[src/rtl/bus2reg_arbiter_pkg.sv]
// Shared types and default widths for the bus2reg arbiter.
package bus2reg_arb_pkg;

    localparam int DEF_DATA_WIDTH     = 32;
    localparam int DEF_ADDR_WIDTH     = 11;
    localparam int DEF_TIMEOUT_CYCLES = 64;

    localparam logic [1:0] ST_IDLE  = 2'd0;
    localparam logic [1:0] ST_ISSUE = 2'd1;
    localparam logic [1:0] ST_WAIT  = 2'd2;
    localparam logic [1:0] ST_RESP  = 2'd3;

    typedef enum logic [1:0] {
        S_IDLE  = ST_IDLE,
        S_ISSUE = ST_ISSUE,
        S_WAIT  = ST_WAIT,
        S_RESP  = ST_RESP
    } arb_state_e;

endpackage

[src/rtl/bus2reg_arbiter_rr.sv]
// Combinational round-robin pick: first set request strictly after ptr_i, wrapping.
module rr_arbiter #(
    parameter int NUM_REQ = 2,
    parameter int IDX_W   = 1
) (
    input  logic [NUM_REQ-1:0] req_i,
    input  logic [IDX_W-1:0]   ptr_i,
    output logic [NUM_REQ-1:0] gnt_o
);

    int  idx;
    logic found;

    always_comb begin
        gnt_o = '0;
        idx   = 0;
        found = 1'b0;
        for (int k = 1; k <= NUM_REQ; k++) begin
            idx = (int'(ptr_i) + k) % NUM_REQ;
            if (!found && req_i[IDX_W'(idx)]) begin
                gnt_o[IDX_W'(idx)] = 1'b1;
                found              = 1'b1;
            end
        end
    end

endmodule

[src/rtl/bus2reg_arbiter.sv]
// Round-robin arbiter funnelling NUM_REQ requesters onto one register-map bus.
// Optional WAIT timeout is compiled in with BUS2REG_ARB_TIMEOUT_EN.
//   state | meaning
//   IDLE  | no owner, arbitrating among s_req
//   ISSUE | one-cycle bus_req with the owner's registered fields
//   WAIT  | holding bus fields until bus_ready (or timeout)
//   RESP  | one-cycle s_ready to the owner with registered data/error
module bus2reg_arbiter
    import bus2reg_arb_pkg::*;
#(
    parameter int NUM_REQ        = 2,
    parameter int DATA_WIDTH     = DEF_DATA_WIDTH,
    parameter int ADDR_WIDTH     = DEF_ADDR_WIDTH,
    parameter int TIMEOUT_CYCLES = DEF_TIMEOUT_CYCLES
) (
    input  logic                          clk,
    input  logic                          rst,
    input  logic [NUM_REQ-1:0]            s_req,
    input  logic [NUM_REQ-1:0]            s_req_is_wr,
    input  logic [NUM_REQ*ADDR_WIDTH-1:0] s_addr,
    input  logic [NUM_REQ*DATA_WIDTH-1:0] s_wr_data,
    input  logic [NUM_REQ*DATA_WIDTH-1:0] s_wr_biten,
    output logic [NUM_REQ-1:0]            s_ready,
    output logic                          s_err,
    output logic [DATA_WIDTH-1:0]         s_rd_data,
    output logic                          bus_req,
    output logic                          bus_req_is_wr,
    output logic [ADDR_WIDTH-1:0]         bus_addr,
    output logic [DATA_WIDTH-1:0]         bus_wr_data,
    output logic [DATA_WIDTH-1:0]         bus_wr_biten,
    output logic                          bus_req_stall_wr,
    output logic                          bus_req_stall_rd,
    input  logic                          bus_ready,
    input  logic                          bus_err,
    input  logic [DATA_WIDTH-1:0]         bus_rd_data,
    output logic [NUM_REQ-1:0]            grant,
    output logic                          busy
);

    localparam int IDX_W = (NUM_REQ > 1) ? $clog2(NUM_REQ) : 1;

    if (NUM_REQ < 2 || NUM_REQ > 8 || TIMEOUT_CYCLES < 1) begin : g_bad_param
        $error("bus2reg_arbiter: NUM_REQ must be 2..8 and TIMEOUT_CYCLES >= 1");
    end

    arb_state_e            state_q, state_d;
    logic [IDX_W-1:0]      ptr_q, ptr_d;
    logic [IDX_W-1:0]      owner_q, owner_d;
    logic                  is_wr_q, is_wr_d;
    logic [ADDR_WIDTH-1:0] addr_q, addr_d;
    logic [DATA_WIDTH-1:0] wdata_q, wdata_d;
    logic [DATA_WIDTH-1:0] biten_q, biten_d;
    logic [DATA_WIDTH-1:0] rdata_q, rdata_d;
    logic                  err_q, err_d;

    logic [ADDR_WIDTH-1:0] req_addr  [NUM_REQ];
    logic [DATA_WIDTH-1:0] req_wdata [NUM_REQ];
    logic [DATA_WIDTH-1:0] req_biten [NUM_REQ];

    for (genvar g = 0; g < NUM_REQ; g++) begin : g_unpack
        assign req_addr[g]  = s_addr[g*ADDR_WIDTH +: ADDR_WIDTH];
        assign req_wdata[g] = s_wr_data[g*DATA_WIDTH +: DATA_WIDTH];
        assign req_biten[g] = s_wr_biten[g*DATA_WIDTH +: DATA_WIDTH];
    end

    logic [NUM_REQ-1:0] arb_gnt;
    logic [IDX_W-1:0]   arb_idx;
    logic               arb_any;

    rr_arbiter #(
        .NUM_REQ (NUM_REQ),
        .IDX_W   (IDX_W)
    ) u_rr (
        .req_i (s_req),
        .ptr_i (ptr_q),
        .gnt_o (arb_gnt)
    );

    always_comb begin
        arb_idx = '0;
        for (int i = 0; i < NUM_REQ; i++) begin
            if (arb_gnt[i]) begin
                arb_idx = IDX_W'(i);
            end
        end
    end

    assign arb_any = |arb_gnt;

`ifdef BUS2REG_ARB_TIMEOUT_EN
    localparam int CNT_W = $clog2(TIMEOUT_CYCLES + 1);

    logic [CNT_W-1:0] cnt_q, cnt_d;
    logic             timeout;

    // cnt_q counts completed ISSUE/WAIT cycles; the last allowed one hits TIMEOUT_CYCLES-1.
    assign timeout = (cnt_q == CNT_W'(TIMEOUT_CYCLES - 1));
`endif

    always_comb begin
        state_d = state_q;
        ptr_d   = ptr_q;
        owner_d = owner_q;
        is_wr_d = is_wr_q;
        addr_d  = addr_q;
        wdata_d = wdata_q;
        biten_d = biten_q;
        rdata_d = rdata_q;
        err_d   = err_q;
`ifdef BUS2REG_ARB_TIMEOUT_EN
        cnt_d   = cnt_q;
`endif
        case (state_q)
            S_IDLE: begin
                if (arb_any) begin
                    owner_d = arb_idx;
                    ptr_d   = arb_idx;
                    is_wr_d = s_req_is_wr[arb_idx];
                    addr_d  = req_addr[arb_idx];
                    wdata_d = req_wdata[arb_idx];
                    biten_d = req_biten[arb_idx];
                    state_d = S_ISSUE;
`ifdef BUS2REG_ARB_TIMEOUT_EN
                    cnt_d   = '0;
`endif
                end
            end
            S_ISSUE, S_WAIT: begin
`ifdef BUS2REG_ARB_TIMEOUT_EN
                cnt_d = cnt_q + 1'b1;
`endif
                if (bus_ready) begin
                    rdata_d = is_wr_q ? '0 : bus_rd_data;
                    err_d   = bus_err;
                    state_d = S_RESP;
                end
`ifdef BUS2REG_ARB_TIMEOUT_EN
                else if (timeout) begin
                    rdata_d = '0;
                    err_d   = 1'b1;
                    state_d = S_RESP;
                end
`endif
                else begin
                    state_d = S_WAIT;
                end
            end
            S_RESP: begin
                state_d = S_IDLE;
            end
            default: begin
                state_d = S_IDLE;
            end
        endcase
    end

    always_ff @(posedge clk or negedge rst) begin
        if (!rst) begin
            state_q <= S_IDLE;
            ptr_q   <= IDX_W'(NUM_REQ - 1);
            owner_q <= '0;
            is_wr_q <= 1'b0;
            addr_q  <= '0;
            wdata_q <= '0;
            biten_q <= '0;
            rdata_q <= '0;
            err_q   <= 1'b0;
        end else begin
            state_q <= state_d;
            ptr_q   <= ptr_d;
            owner_q <= owner_d;
            is_wr_q <= is_wr_d;
            addr_q  <= addr_d;
            wdata_q <= wdata_d;
            biten_q <= biten_d;
            rdata_q <= rdata_d;
            err_q   <= err_d;
        end
    end

`ifdef BUS2REG_ARB_TIMEOUT_EN
    always_ff @(posedge clk or negedge rst) begin
        if (!rst) begin
            cnt_q <= '0;
        end else begin
            cnt_q <= cnt_d;
        end
    end
`endif

    logic [NUM_REQ-1:0] owner_oh;
    logic               in_resp;

    assign owner_oh = {{(NUM_REQ-1){1'b0}}, 1'b1} << owner_q;
    assign in_resp  = (state_q == S_RESP);

    assign busy             = (state_q != S_IDLE);
    assign grant            = busy ? owner_oh : '0;
    assign bus_req          = (state_q == S_ISSUE);
    assign bus_req_is_wr    = is_wr_q;
    assign bus_addr         = addr_q;
    assign bus_wr_data      = wdata_q;
    assign bus_wr_biten     = biten_q;
    assign bus_req_stall_wr = 1'b0;
    assign bus_req_stall_rd = 1'b0;

    // Response fields are forced to 0 outside RESP so stale data never leaks out.
    assign s_ready   = in_resp ? owner_oh : '0;
    assign s_err     = in_resp & err_q;
    assign s_rd_data = in_resp ? rdata_q : '0;

endmodule

[config.mk]
export PLATFORM = sky130hd
export DESIGN_NAME = bus2reg_arbiter
export DESIGN_NICKNAME = d
export VERILOG_FILES = /design/src/rtl/bus2reg_arbiter_pkg.sv /design/src/rtl/bus2reg_arbiter_rr.sv /design/src/rtl/bus2reg_arbiter.sv
export SDC_FILE = /design/constraint.sdc
export NUM_CORES = 1
export LEC_CHECK = 0
export CAP_MARGIN = 20
export CORE_ASPECT_RATIO = 0.8
export CORE_MARGIN = 2
export CORE_UTILIZATION = 38
export CTS_BUF_LIST = sky130_fd_sc_hd__clkbuf_8
export CTS_CLUSTER_SIZE = 12
export DETAILED_ROUTE_END_ITERATION = 10
export PLACE_DENSITY = 0.82
export SLEW_MARGIN = 25
export SYNTH_ARGS = -nofsm -noshare
export SYNTH_HDL_FRONTEND = slang
export SYNTH_SLANG_ARGS = --single-unit
[constraint.sdc]
create_clock -name clk -period 2 [get_ports clk]
set_input_delay 0.2 -clock clk [delete_from_list [all_inputs] [get_ports clk]]
set_output_delay 0.2 -clock clk [all_outputs]
set_load 0.1 [all_outputs]
# ---- Yosys cells after proc, flatten, opt, wreduce, memory -nomap -nowiden
# Cells that the tools add are included.
dict set report totals {
  regBits 113
  in_bits 190
  elab_cells 65
}
dict set report classes {
  add_sub_neg 2
  n_lt_le_gt_ge 6
  eq_ne 4
  shifts 1
  muxes 30
  n_bitwise 3
  reduce_logical 10
}
# op n
set op_table {}
lappend op_table {{two-way mux 32 bit} 8}
lappend op_table {{two-way mux 11 bit} 3}
lappend op_table {{two-way mux 1 bit} 11}
lappend op_table {{two-way mux 2 bit} 5}
lappend op_table {{less-than comparator 1 x 3 -> 1 bit, second input constant} 2}
lappend op_table {{one-hot mux 2 bit (3 select lines)} 1}
lappend op_table {{== test 2 bit, second input constant} 2}
lappend op_table {{AND reduction 2 bit} 2}
lappend op_table {{OR reduction 2 bit} 2}
lappend op_table {{logical AND 1 bit} 3}
lappend op_table {{adder 1 bit, second input constant} 2}
lappend op_table {{demux 1 bit (select 1 bit)} 2}
lappend op_table {{== test 2 x 1 -> 1 bit, second input constant} 1}
lappend op_table {{>= comparator 1 bit, second input constant} 2}
lappend op_table {{>= comparator 2 bit, second input constant} 1}
lappend op_table {{logical NOT 2 bit} 1}
lappend op_table {{less-than comparator 1 x 2 -> 1 bit, second input constant} 1}
lappend op_table {{!= test 2 bit, second input constant} 1}
lappend op_table {{inverter 1 -> 2 bit} 1}
lappend op_table {{bitwise OR 2 bit} 1}
lappend op_table {{nonzero test 2 bit} 1}
lappend op_table {{left shift 1 x 1 -> 2 bit, first input constant} 1}
lappend op_table {{bitwise AND 1 bit} 1}
lappend op_table {{logical NOT 1 bit} 1}

# ---- Depth between registers and ports, before layout
# Gate-level depths: netlist of the first run.
dict set report depth {
  ltp_word 13
  ltp_mapped 7
}

# ---- Hierarchy
# From an unflattened synthesis of the first run, not the netlist that was laid out.
dict set report hier_totals {
  hier_cells 417
  area_unflattened_um2 5831.8
}
# mod n_inst cells_per_inst area_each_um2
set by_module_without_submodules {}
lappend by_module_without_submodules {bus2reg_arbiter 1 414 5814.3}
lappend by_module_without_submodules {rr_arbiter 1 3 17.5}

# ---- Worst setup path before layout of the first run
# No wires, ideal clock.
dict set report synth_path {
  path_type {register to output}
  startpoint {register state_q[0]}
  endpoint {output grant[0]}
  arrival_time_ns 1.663
  t_required_ns 1.800
  setup_slack_ns 0.137
  path_stages_with_launch 5
  n_path_buf 1
  cell_sequence {dfrtp_1 > inv_1 > ha_1 > inv_1 > buf_4}
}
dict set report synth_between {
  elab_chain_cells 2
}
# item line_no
set synth_lines {}
lappend synth_lines {{start, declared} bus2reg_arbiter.sv:46} ;# arb_state_e state_q, state_d;
lappend synth_lines {{start signal, assigned} bus2reg_arbiter.sv:169} ;# state_q <= state_d;
lappend synth_lines {{nonzero test 2 bit} bus2reg_arbiter.sv:197} ;# assign busy = (state_q != S_IDLE);
lappend synth_lines {{via busy} bus2reg_arbiter.sv:37} ;# output logic busy
lappend synth_lines {{two-way mux 2 bit} bus2reg_arbiter.sv:198} ;# assign grant = busy ? owner_oh : '0;
lappend synth_lines {{end, declared} bus2reg_arbiter.sv:36} ;# output logic [NUM_REQ-1:0] grant,
# The timed path passes the listed nets, and every way through them passes these cells.

# ---- Worst setup path in the final report of the first run
dict set report layout_path {
  startpoint {register state_q[0]}
  endpoint {output s_rd_data[9]}
}
dict set report layout_between {
  elab_chain_cells 2
}
# item line_no
set layout_lines {}
lappend layout_lines {{== test 2 bit} bus2reg_arbiter.sv:195} ;# assign in_resp = (state_q == S_RESP);
lappend layout_lines {{two-way mux 32 bit} bus2reg_arbiter.sv:210} ;# assign s_rd_data = in_resp ? rdata_q : '0;
lappend layout_lines {{end, declared} bus2reg_arbiter.sv:25} ;# output logic [DATA_WIDTH-1:0] s_rd_data,
# No other way between the ends.

==> summary.txt, run 1 <==
Status
  – Status: finished clean

Timing
  – Final Slew Violations: 0
  – Worst-Margin Slew: 874.5 ps
  – Setup TNS: 0 ps
  – Post-Route Skew: around 9.8 ps
  – Endpoints failing hold: 0
  – Slew HR: approximately two fifths
  – Worst setup slack after layout: 135.4 ps
  – Tmin final: 1865 ps
  – Final period util: 93.23%
  – Finish-stage setup viols: 0
  – RSZ-0062 raised after global routing: false
  – Fmax: approximately 540 MHz

Route
  – DR pass1 iterations: 4
  – DRC Markers: 0
  – WL final: 11770 um
  – Avg Vias per Cell: ~4.6
  – DRT iter0 DRCs: about 140
  – Final ANT Viol Nets: 0
  – WL per Instance: between 15 and 20 um
  – Routed vias: about 3500

Critical path
  – CP startpoint kind: flip-flop
  – WS Path Type: reg2out
  – Critical path endpoint category: output port
  – CP max FO: 34
  – Critical path arrival: ~1700 ps
  – Required time worst endpoint: 1800 ps

Place
  – I/O Buffers: about 230
  – GPL Wtd Cong: a little under 0.8
  – Post-Place Setup Slack: between 200 and 300 ps
  – DPL Wire Length: just under 9000 um

Floorplan
  – Total Die Area: ~13000 sq um
  – I/O pins: slightly above 300
  – Row count: 36
  – Area of the core: about 12000 sq um
  – Die extent in x: about 130 um
  – Initial core utilization: between 30% and 40%
  – Die Ht: 104.1 um

Final layout
  – Post-layout util: about 62%
  – Layout cells sized above 1: 37.18%
  – Ant diodes: 0
  – Final #Nets: ~780
  – Layout fillers: 955
  – Synthesis-to-layout area growth: 59.94%
  – Multi-input gate area: between 1500 and 2000 sq um
  – Storage cell area: roughly 2800 sq um

Synthesis
  – Mux contribution to synthesized area: a little over a fifth
  – Synthesis-stage register bit count: roughly 110
  – Adder-cell share of the synthesized area: 1.315%
  – Synth cell types: 18
  – Combinational family with the most area after synthesis: multiplexers
  – Xor/xnor share of the synthesized area: 0%
  – Avg Inst Size Synth: between 10 and 15 sq um
  – Synth Area in Compound Gates: 3.630%
  – Sequential fraction of the synthesis area: between 50% and 60%
  – Cell area after synthesis: around 4800 sq um
  – Cells after Synth: between 300 and 400
  – Synth Area in Simple Gates: 11.57%
  – Syn. warnings: 0

Clock network
  – Clock Latency Late Sink: around 370 ps
  – Sinks on Clock Net: around 110
  – CTS clock-pin slew for the worst setup and hold paths: ~110 ps
  – TritonCTS clock tree: yes
  – CTS buffer count: 9
  – CTS max path bufs: 2
  – Clk Tree Root Cell: clkbuf_8
  – H-tree levels: 3

Power and ir drop
  – Power Dens Cells: around 520 nW/um^2
  – P_leak: between 3 and 4 nW
  – Maximum VDD drop: between 0.0004 and 0.0005 V

Global routing
  – Initial antenna violation count: 0
  – Grt ovf: 0
  – Largest net degree at the start of global routing: 46
  – First-pass GRT wire length: about 19000 um
  – Vias in the first global route: 3677
  – Total track usage: 17.93%

Worst hold path
  – Worst hold path class: in2async

Run
  – Max-Cap Viols: 0
## state kept, by name, indices dropped and copies added (netlist names)
| name | flops |
|---|---|
| bus_addr | 11 |
| state_q | 2 |
| ptr_q | 1 |
| rdata_q | 32 |
| bus_wr_data | 32 |
| bus_req_is_wr | 1 |
| bus_wr_biten | 32 |
| err_q | 1 |
## report_power, final
part / total, W / internal [W] / switching, W
Sequential: 0.00226 / 0.00226 / 0
Clock: 0.00139 / 0.000619 / 0.000770
Combinational: 0.000325 / 0.000208 / 0.000118
## cell type report
cell class	count	share of cell area (%)
Clock buffer	10	1.809
Clock inverter	6	0.8880
Inverter	4	0.1973
Multi-Input combinational cell	223	23.76
Sequential cell	112	36.85
Tap cell	171	2.812
Timing Repair Buffer	234	33.68
## repair_timing
action,in CTS,in global routing
hold endpoints to repair,32,0
hold buffers,1,0
gates resized for setup,0,0
setup buffers,0,0
## logic make-up after synthesis
group | after synthesis
AOI/OAI and AO/OA | 34
adders and majority gates | 5
buffers and inverters | 30
DFF | 112
muxes | 79
other | 1
and+or+nand+nor | 101
## cell usage after synthesis
library cell  instances  share of area [%]
nand2_1              34                2.7
mux2i_1               1               0.21
dfrtp_1             111                 58
buf_2                 7               0.74
buf_6                 3               0.71
clkbuf_1             10               0.79
mux2_4               29                9.2
nand3_2               1               0.21
a21boi_0              1               0.16
mux2_2               49                 12
ha_1                  5                1.3
conb_1                1              0.079
and2_1               34                4.5
dfstp_2               1               0.55
o21ai_0              33                3.5
inv_1                 4               0.32
buf_4                 6               0.95
nand2b_1             32                4.2
## routing by layer
layer	routed length, um	track usage [%]	vias up
met3	764	5.298	20
met2	6015	30.80	154
met1	4748	21.58	1688
met5	0	0	-
li1	-	-	1621
met4	243	5.668	0
## per-stage QoR
stage                     std cells  hold slack, ps  power (W)  area (sq um)
final                           760           317.6   0.003977          7609
after global routing            760           332.9   0.004156          7609
after CTS                       760           316.7   0.004037          7609
after detailed placement        743           189.6   0.002636          7393
after global placement          743           180.2   0.002628          7393
after floorplan                 365          -95.59   0.002362          4768
## path summary, 6_finish.rpt
check                                start               to  slack [ps]  depth (start not counted)
setup / recovery                state_q[0]     s_rd_data[9]         140                          4
hold / removal                         rst  bus_wr_data[22]         320                          2
setup reg to reg                state_q[0]       rdata_q[7]         270                          5
hold reg to reg                 rdata_q[9]       rdata_q[9]         480                          2
max in group asynchronous              rst            ptr_q        1060                          3
min in group clk           bus_rd_data[12]      rdata_q[12]         380                          3
## worst max-delay path, stage by stage (launching register included)
cell,delay [ps]
dfrtp_1,430
ha_1,170
buf_4,280
and2_1,230
buf_12,190
## cell usage in the layout, fill, tap and decap left out
cell and instances:
mux2i_1 1, dfrtp_1 111, conb_1 4, clkbuf_8 10
dfstp_2 1, dlygate4sd3_1 1, and2_1 34, mux2_2 49
nand2_2 1, inv_1 4, a21boi_0 1, nand3_4 1
bufinv_16 1, clkinvlp_4 2, nand2_1 33, clkinv_4 1
mux2_4 29, buf_12 42, clkinv_2 1, ha_1 5
inv_6 1, buf_4 80, o21ai_0 33, clkdlybuf4s50_1 111
nand2b_1 32
(Power assumes the default switching activity.)
==> run 2, diff against run 1 <==
- CAP_MARGIN: 20 -> 40
- CTS_CLUSTER_DIAMETER: not set -> 40
==> run 2 against run 1 <==
Compared with the run above:
- combinational power about the same
- clock power barely moved
- total power barely moved
- sequential share of layout area fell by 0.073 points
- global-route usage unchanged
- die area unchanged
- sequential cell count stayed put
- highest routed layer unchanged
- largest power group unchanged
- routed wire length increased by 0.12%
- register-to-register slack got worse by 30 ps
==> summary.txt, run 2 (same netlist as run 1, synthesis figures left out) <==
Timing
  – Final Slew Violations: 0
  – RSZ-0062 raised after global routing: false
  – Fmax: around 530 MHz
  – Setup TNS: 0 ps
  – Finish-stage setup viols: 0
  – Final period util: around 94%
  – Post-Route Skew: around 6.7 ps
  – Final hold slack: around 320 ps
  – Endpoints failing hold: 0
  – Tmin final: 1870 ps

Clock network
  – CTS clock-pin slew for the worst setup and hold paths: approximately 110 ps
  – CTS max path bufs: 2
  – Post-CTS Setup Inserts: 0
  – H-tree levels: 3
  – CTS hold repair buffers: 1
  – Sinks on Clock Net: between 100 and 150
  – CTS buffer count: 9
  – Clock Latency Late Sink: ~360 ps
  – TritonCTS clock tree: yes
  – Clk Tree Root Cell: clkbuf_8
  – Post_cts resized: 0

Critical path
  – Critical path arrival: 1670 ps
  – CP startpoint kind: flip-flop
  – CP max stage cell: dfrtp_1
  – CP max FO: 34
  – WS Path Type: reg2out
  – WP buf/inv: 2
  – Top delay family on crit path: buffers and inverters
  – Crit-path cells: ha_1, buf_4, and2_1, buf_12
  – Critical Path Max Stage Delay: ~430 ps
  – Required time worst endpoint: approximately 1800 ps
  – Critical path endpoint category: output port

Route
  – WL per Instance: 15.49 um
  – DR pass1 iterations: 4
  – DRC Markers: 0
  – WL final: approximately 12000 um
  – Avg Vias per Cell: 4.573
  – Final ANT Viol Nets: 0
  – DRT iter0 DRCs: between 100 and 150
  – Routed vias: between 3000 and 4000

Run
  – Max-Cap Viols: 0

Final layout
  – Final #Nets: 780
  – Most frequent cells in the layout: dfrtp_1, clkdlybuf4s50_1, buf_4
  – Final Cell Area: around 7600 sq um
  – Storage cell area: between 2000 and 3000 sq um
  – Multi-input gate area: around 1800 sq um
  – Ant diodes: 0
  – Synthesis-to-layout area growth: 60.26%
  – Layout fillers: around 960
  – Layout cells sized above 1: a little under two fifths

Place
  – DPL Wire Length: between 8000 and 9000 um
  – I/O Buffers: 225
  – GPL Wtd Cong: between 0.7 and 0.8
  – Area after DPL: ~7400 sq um

Global routing
  – Vias in the first global route: between 3000 and 4000
  – Met1 global-route usage: a little over a fifth
  – Met2 Use GR: a little under a third
  – Gr busiest metal: met2
  – Met3 usage: ~5.3%
  – Total track usage: 17.93%
  – First-pass GRT wire length: between 15000 and 20000 um
  – Grt ovf: 0
  – Initial antenna violation count: 0
  – Largest net degree at the start of global routing: 46

Power and ir drop
  – P_leak: roughly 3.8 nW
  – Power Dens Cells: around 520 nW/um^2
  – Maximum VDD drop: 0.0004485 V

Floorplan
  – Total Die Area: around 13000 sq um
  – Row count: 36
  – Area of the core: approximately 12000 sq um
  – Initial core utilization: just under 40%
  – Die Ht: 104.1 um
  – Die extent in x: approximately 130 um
  – I/O pins: approximately 310

Worst hold path
  – Worst hold path class: in2async

Status
  – Status: finished clean
run 2: cell types whose count changed in the layout (fill, tap and decap cells not counted):
cell and change:
buf_8 +1
run 2: path summary, 6_finish.rpt:
kind / start / end / slack [ps] / depth (start not counted)
max: state_q[0] / s_rd_data[25] / 130 / 4
min: rst / bus_wr_data[27] / 320 / 2
max reg2reg: state_q[0] / rdata_q[19] / 240 / 5
min reg2reg: rdata_q[9] / rdata_q[9] / 480 / 2
max in group asynchronous: rst / ptr_q / 1060 / 3
min in group clk: bus_rd_data[12] / rdata_q[12] / 380 / 3
run 2: metal layers:
layer,up-vias,wire length [um]
li1,1622,-
met4,0,243
met2,152,6034
met3,20,766
met5,-,0
met1,1686,4740
run 2: final cells by class:
cell class	instances	area share [%]
clock buffer	10	1.805
clock inverter	6	0.8863
inverter	4	0.1969
multi-input combinational	223	23.72
sequential	112	36.78
tap	171	2.806
timing repair buffer	235	33.81
run 2: report_power, final:
group / leakage [nW] / switching (W) / total (W) / internal (W)
combinational: 2.17 / 0.000118 / 0.000326 / 0.000208
clock: 0.0989 / 0.000766 / 0.00139 / 0.000619
sequential: 1.56 / 0 / 0.00226 / 0.00226
run 2: per-stage QoR:
step	util (%)	total power, W	setup slack (ps)	cells
finish	62.45	0.003973	129.6	761
detailed placement	60.57	0.002636	251.1	743
floorplan	-	0.002362	137.3	365
CTS	62.33	0.004037	84.96	760
global route	62.45	0.004156	22.82	761
global placement	60.57	0.002628	304.0	743
